### src/rtl/mux_n_pipe_if.sv
// Handshake bundle for mux_n_pipe: N-way input side, single output side,
// plus flush and the sticky select-error flag.
interface mux_n_pipe_if #(
    parameter int unsigned WIDTH  = 32,
    parameter int unsigned NUM_IN = 4,
    parameter int unsigned SEL_W  = 2
);
    logic                      flush;
    logic [NUM_IN*WIDTH-1:0]   in_data;
    logic [SEL_W-1:0]          in_sel;
    logic                      in_valid;
    logic                      in_ready;
    logic [WIDTH-1:0]          out_data;
    logic [SEL_W-1:0]          out_sel;
    logic                      out_valid;
    logic                      out_ready;
    logic                      sel_err;

    modport master (
        output flush, in_data, in_sel, in_valid, out_ready,
        input  in_ready, out_data, out_sel, out_valid, sel_err
    );

    modport slave (
        input  flush, in_data, in_sel, in_valid, out_ready,
        output in_ready, out_data, out_sel, out_valid, sel_err
    );
endinterface

### src/rtl/mux_n_pipe.sv
// N-input select stage with a registered output, a 2-entry skid buffer
// (main + skid) and a registered in_ready, so full throughput is kept
// without any combinational path from out_ready to in_ready.
module mux_n_pipe #(
    parameter int unsigned WIDTH  = 32,
    parameter int unsigned NUM_IN = 4,
    parameter int unsigned SEL_W  = 2
) (
    input  logic         clk,
    input  logic         rst,
    mux_n_pipe_if.slave  bus
);

    typedef enum logic [1:0] {
        ST_EMPTY = 2'd0,
        ST_ONE   = 2'd1,
        ST_FULL  = 2'd2
    } state_e;

    state_e               state_q, state_d;
    logic [WIDTH-1:0]     main_data_q, main_data_d;
    logic [SEL_W-1:0]     main_sel_q,  main_sel_d;
    logic [WIDTH-1:0]     skid_data_q, skid_data_d;
    logic [SEL_W-1:0]     skid_sel_q,  skid_sel_d;
    logic                 in_ready_q,  in_ready_d;
    logic                 out_valid_q, out_valid_d;
    logic                 sel_err_q,   sel_err_d;

    logic [WIDTH-1:0]     sel_word_c;
    logic                 sel_oor_c;
    logic                 in_xfer_c;
    logic                 out_xfer_c;

    // Out-of-range selects match no lane and therefore yield all zeros.
    always_comb begin
        sel_word_c = '0;
        for (int unsigned k = 0; k < NUM_IN; k++) begin
            if (bus.in_sel == SEL_W'(k)) begin
                sel_word_c = bus.in_data[k*WIDTH +: WIDTH];
            end
        end
        sel_oor_c = 32'(bus.in_sel) >= NUM_IN;
    end

    assign in_xfer_c  = bus.in_valid & in_ready_q;
    assign out_xfer_c = out_valid_q & bus.out_ready;

    // Occupancy FSM; in_ready/out_valid are registered functions of next state.
    always_comb begin
        state_d     = state_q;
        main_data_d = main_data_q;
        main_sel_d  = main_sel_q;
        skid_data_d = skid_data_q;
        skid_sel_d  = skid_sel_q;
        sel_err_d   = sel_err_q;

        if (bus.flush) begin
            state_d = ST_EMPTY;
        end else begin
            if (in_xfer_c && sel_oor_c) begin
                sel_err_d = 1'b1;
            end
            unique case (state_q)
                ST_EMPTY: begin
                    if (in_xfer_c) begin
                        main_data_d = sel_word_c;
                        main_sel_d  = bus.in_sel;
                        state_d     = ST_ONE;
                    end
                end
                ST_ONE: begin
                    if (in_xfer_c && out_xfer_c) begin
                        main_data_d = sel_word_c;
                        main_sel_d  = bus.in_sel;
                    end else if (in_xfer_c) begin
                        skid_data_d = sel_word_c;
                        skid_sel_d  = bus.in_sel;
                        state_d     = ST_FULL;
                    end else if (out_xfer_c) begin
                        state_d = ST_EMPTY;
                    end
                end
                ST_FULL: begin
                    if (out_xfer_c) begin
                        main_data_d = skid_data_q;
                        main_sel_d  = skid_sel_q;
                        state_d     = ST_ONE;
                    end
                end
                default: state_d = ST_EMPTY;
            endcase
        end

        in_ready_d  = (state_d != ST_FULL);
        out_valid_d = (state_d != ST_EMPTY);
    end

    always_ff @(posedge clk) begin
        if (rst) begin
            state_q     <= ST_EMPTY;
            main_data_q <= '0;
            main_sel_q  <= '0;
            skid_data_q <= '0;
            skid_sel_q  <= '0;
            in_ready_q  <= 1'b1;
            out_valid_q <= 1'b0;
            sel_err_q   <= 1'b0;
        end else begin
            state_q     <= state_d;
            main_data_q <= main_data_d;
            main_sel_q  <= main_sel_d;
            skid_data_q <= skid_data_d;
            skid_sel_q  <= skid_sel_d;
            in_ready_q  <= in_ready_d;
            out_valid_q <= out_valid_d;
            sel_err_q   <= sel_err_d;
        end
    end

    assign bus.in_ready  = in_ready_q;
    assign bus.out_data  = main_data_q;
    assign bus.out_sel   = main_sel_q;
    assign bus.out_valid = out_valid_q;
    assign bus.sel_err   = sel_err_q;

endmodule

### src/flat_wrapper.sv
// flat-port wrapper written by rule: the top's interface ports become plain ports
module mux_n_pipe_flat 
#(
    parameter int unsigned WIDTH  = 32,
    parameter int unsigned NUM_IN = 4,
    parameter int unsigned SEL_W  = 2
)
  (clk, rst, bus_flush, bus_in_data, bus_in_sel, bus_in_valid, bus_out_ready, bus_in_ready, bus_out_data, bus_out_sel, bus_out_valid, bus_sel_err);
  mux_n_pipe_if #(.WIDTH(WIDTH), .NUM_IN(NUM_IN), .SEL_W(SEL_W)) bus_i ();
  input  logic clk;
  input  logic rst;
  input wire logic [$bits(bus_i.flush)-1:0] bus_flush;
  input wire logic [$bits(bus_i.in_data)-1:0] bus_in_data;
  input wire logic [$bits(bus_i.in_sel)-1:0] bus_in_sel;
  input wire logic [$bits(bus_i.in_valid)-1:0] bus_in_valid;
  input wire logic [$bits(bus_i.out_ready)-1:0] bus_out_ready;
  output wire logic [$bits(bus_i.in_ready)-1:0] bus_in_ready;
  output wire logic [$bits(bus_i.out_data)-1:0] bus_out_data;
  output wire logic [$bits(bus_i.out_sel)-1:0] bus_out_sel;
  output wire logic [$bits(bus_i.out_valid)-1:0] bus_out_valid;
  output wire logic [$bits(bus_i.sel_err)-1:0] bus_sel_err;
  assign bus_i.flush = bus_flush;
  assign bus_i.in_data = bus_in_data;
  assign bus_i.in_sel = bus_in_sel;
  assign bus_i.in_valid = bus_in_valid;
  assign bus_i.out_ready = bus_out_ready;
  assign bus_in_ready = bus_i.in_ready;
  assign bus_out_data = bus_i.out_data;
  assign bus_out_sel = bus_i.out_sel;
  assign bus_out_valid = bus_i.out_valid;
  assign bus_sel_err = bus_i.sel_err;
  mux_n_pipe #(.WIDTH(WIDTH), .NUM_IN(NUM_IN), .SEL_W(SEL_W)) u_core (.clk(clk), .rst(rst), .bus(bus_i));
endmodule
### config.mk
export PLATFORM = sky130hd
export DESIGN_NAME = mux_n_pipe_flat
export DESIGN_NICKNAME = d
export VERILOG_FILES = /design/src/rtl/mux_n_pipe_if.sv /design/src/rtl/mux_n_pipe.sv /design/src/flat_wrapper.sv
export SDC_FILE = /design/constraint.sdc
export NUM_CORES = 1
export LEC_CHECK = 0
export ABC_CLOCK_PERIOD_IN_PS = 3600
export BUFFER_PORTS_ARGS = -buffer_cell sky130_fd_sc_hd__buf_2
export CAP_MARGIN = 0
export CELL_PAD_IN_SITES_DETAIL_PLACEMENT = 1
export CELL_PAD_IN_SITES_GLOBAL_PLACEMENT = 2
export CORE_MARGIN = 2
export CORE_UTILIZATION = 29
export DETAILED_ROUTE_END_ITERATION = 8
export PLACE_DENSITY = 0.86
export SETUP_SLACK_MARGIN = 0.2
export SYNTH_ARGS = -nofsm -noshare
export SYNTH_HDL_FRONTEND = slang
export SYNTH_SLANG_ARGS = --single-unit
### constraint.sdc
create_clock -name clk -period 3.6 [get_ports clk]
set_input_delay 0.54 -clock clk [delete_from_list [all_inputs] [get_ports clk]]
set_output_delay 0.54 -clock clk [all_outputs]
set_load 0.01 [all_outputs]
==> results_dict.tcl <==
set metrics [dict create \
    cp-start-kind "flop" \
    cellLeakagePower_nw 2.04 \
    cts_hold_buf 0 \
    worstPathMaxFanout 38 \
    min_path_type "flop to flop" \
    cp_cell_sequence "nand2b_2, o32ai_4, buf_4, nor2_1, a311oi_2" \
    place.gp.congestion 0.786 \
    final_util_pct 39.7 \
    drc 0 \
    synth.mux.area_fraction_pct 19.0 \
    wl_per_cell_microns 15.3 \
    path_clk_slew_ns 0.06 \
    final_hold_viol_count 0 \
    n_fill_cell 1509 \
    cts.path.max_buffers 2 \
    tns_ns 0 \
    period_share_pct 63.9 \
    grt-ovfl-total 0 \
    nNetsFinal 688 \
    setup_viol 0 \
    setup_ws_ns 1.30 \
    dr.pass1.iters 6 \
    synth_top_family_by_area "multiplexers" \
    synth-simple-area-share_pct 18.7 \
    clk_latency_ns 0.33 \
    first_global_vias 3781 \
    root_buffer "clkbuf_16" \
    post-dp-hpwl_microns 7950 \
    dieArea_sq_mm 0.0140 \
    crit_type "flop to flop" \
    via_per_inst 4.88 \
    fin_hold_ws_ns 0.456 \
    portBuffers 170 \
    initial_core_util_pct 29.9 \
    clkSinkCount 72 \
    grt_pass1_wl_microns 18500 \
    synth_xor_area_share_pct 0 \
    antennaDiodeCount 0 \
    core_sq_mm 0.0127 \
    ys_seq_elements 72 \
    worst_pin_slew_ns 0.894 \
    cp-end-kind "flop" \
    grt_max_degree 39 \
    fin_area_sq_mm 0.00503 \
    h-tree-depth 3 \
    max_slew_margin_pct 40.3 \
    syn-instance-count 406 \
    critPathSlowestCell "nand2b_2" \
    cp_top_family "compound AO/OA/AOI/OAI gates" \
    die_y_microns 118 \
    synthToLayoutAreaGrowth_pct 32.7 \
    synthAdderAreaFrac_pct 0 \
    synth.distinct_cells 26 \
    power_density_mw_per_mm2 431 \
    post_cts_buffers 0 \
    ant_nets 0 \
    dr.first_iter.drc_count 140 \
    yosysSeqAreaShare_pct 38.0 \
    pre_cts_slack_ns 1.24 \
    avgSynthCellArea_sq_um 9.33 \
    io_pins 172 \
    place_area_sq_mm 0.00471 \
    synth_compound_area_share_pct 18.5 \
    clock.fmax_mhz 435 \
    slew_violations 0 \
    vias 3559 \
    drt_wl_total_microns 11100 \
    max_stage_delay_ns 0.49 \
    arrival_ns 2.54 \
    required_ns 3.84 \
    cts_resized 0 \
    peakVddDrop_mv 0.231 \
    cts_made_buffers 9 \
    crit_buf_inv 1 \
    yosys_warnings 0 \
    skew_ns 0.00697 \
    antenna_found_initial 0 \
    maxCapViolCount 0 \
    drive_gt1_share_pct 45.0 \
    period_needed_ns 2.30 \
    grtUsageTotal_pct 16.3 \
    rsz0062_at_grt "false" \
    status "finished clean" \
    syn-cell-area_sq_mm 0.00379 \
    cts_tree "built" \
    rows 41 \
    dieWidth_microns 118 \
    syn_nets 541 \
    ff2ff_setup_slack_ns 1.30 \
]
[tightest hold or removal path, stage by stage (launching register included)]
cell and delay, ns:
dfxtp_1 0.31, nand2_1 0.05, a21oi_1 0.05
[cell usage after synthesis]
cell / number / area [sq um]
o32ai_4: 1 / 27.5
a311oi_1: 13 / 114
nand4_1: 1 / 6.26
buf_1: 1 / 3.75
a2111o_1: 1 / 11.3
buf_2: 12 / 60.1
or2_2: 2 / 12.5
mux4_2: 32 / 721
nand2_1: 139 / 522
buf_4: 6 / 45.0
dfxtp_1: 72 / 1440
conb_1: 1 / 3.75
nand2b_1: 1 / 6.26
a311oi_2: 21 / 315
a21boi_1: 1 / 7.51
a21bo_2: 1 / 10.0
nor2b_1: 1 / 6.26
clkbuf_1: 15 / 56.3
a2111oi_0: 1 / 8.76
nor2_1: 37 / 139
buf_6: 4 / 45.0
nand3_1: 1 / 5.00
a21oi_1: 38 / 190
nand4bb_1: 1 / 11.3
o21a_1: 2 / 15.0
clkbuf_2: 1 / 5.00
[stage by stage]
step | power [W] | instances
after CTS | 0.00220 | 730
after detailed placement | 0.00123 | 714
after floorplan | 0.00109 | 406
final | 0.00217 | 730
after global placement | 0.00122 | 714
after global routing | 0.00227 | 730
[layer usage]
layer	track usage [%]	vias up	routed length (microns)
met4	5.35	0	151
met3	4.15	11	713
met2	29.0	117	5630
li1	-	1739	-
met1	19.1	1692	4640
met5	0	-	0
[placed cells by master, fill, tap and decap left out, types with 4 or more instances in the layout]
cell type	Yosys	layout
buf_2	12	170
nand2_1	139	139
dfxtp_1	72	72
a21oi_1	38	38
nor2_1	37	36
mux4_2	32	32
a311oi_2	21	21
a311oi_1	13	13
clkbuf_16	0	9
buf_4	6	4
[cell type report]
cell class                 count  area [sq um]  share of cell area [%]
clock buffer                   9           225                    4.48
timing repair buffer         175           901                    17.9
multi-input combinational    295          2150                    42.8
tap                          172           215                    4.28
clock inverter                 7          95.1                    1.89
sequential                    72          1440                    28.7
[flip-flops by register name, summed over array words and instances (netlist names)]
register / cells
u_core.bus.out_data: 32
u_core.skid_data_q: 32
u_core.bus.out_sel: 2
u_core.skid_sel_q: 2
u_core.state_q: 2
u_core.bus.in_ready: 1
u_core.bus.out_valid: 1
[power breakdown]
group	total, W	internal [W]	switching, W
combinational	0.000355	0.000180	0.000175
sequential	0.000853	0.000833	0.0000201
clock	0.000958	0.000608	0.000351
total	0.00217	0.00162	0.000546
[cells by family after synthesis]
kind of cell           after synthesis
buffers and inverters               39
muxes                               32
DFF                                 72
and+or+nand+nor                    183
other                                1
AOI/OAI and AO/OA                   79
[worst paths after layout]
check,cells after the start,startpoint,endpoint
setup reg to reg,5,u_core.state_q[1],u_core.bus.out_data[0]
hold / removal,2,u_core.skid_data_q[0],u_core.skid_data_q[0]
hold reg to reg,2,u_core.skid_data_q[0],u_core.skid_data_q[0]
setup / recovery,5,u_core.state_q[1],u_core.bus.out_data[0]
No activity file was read; power rests on OpenSTA's default activity.
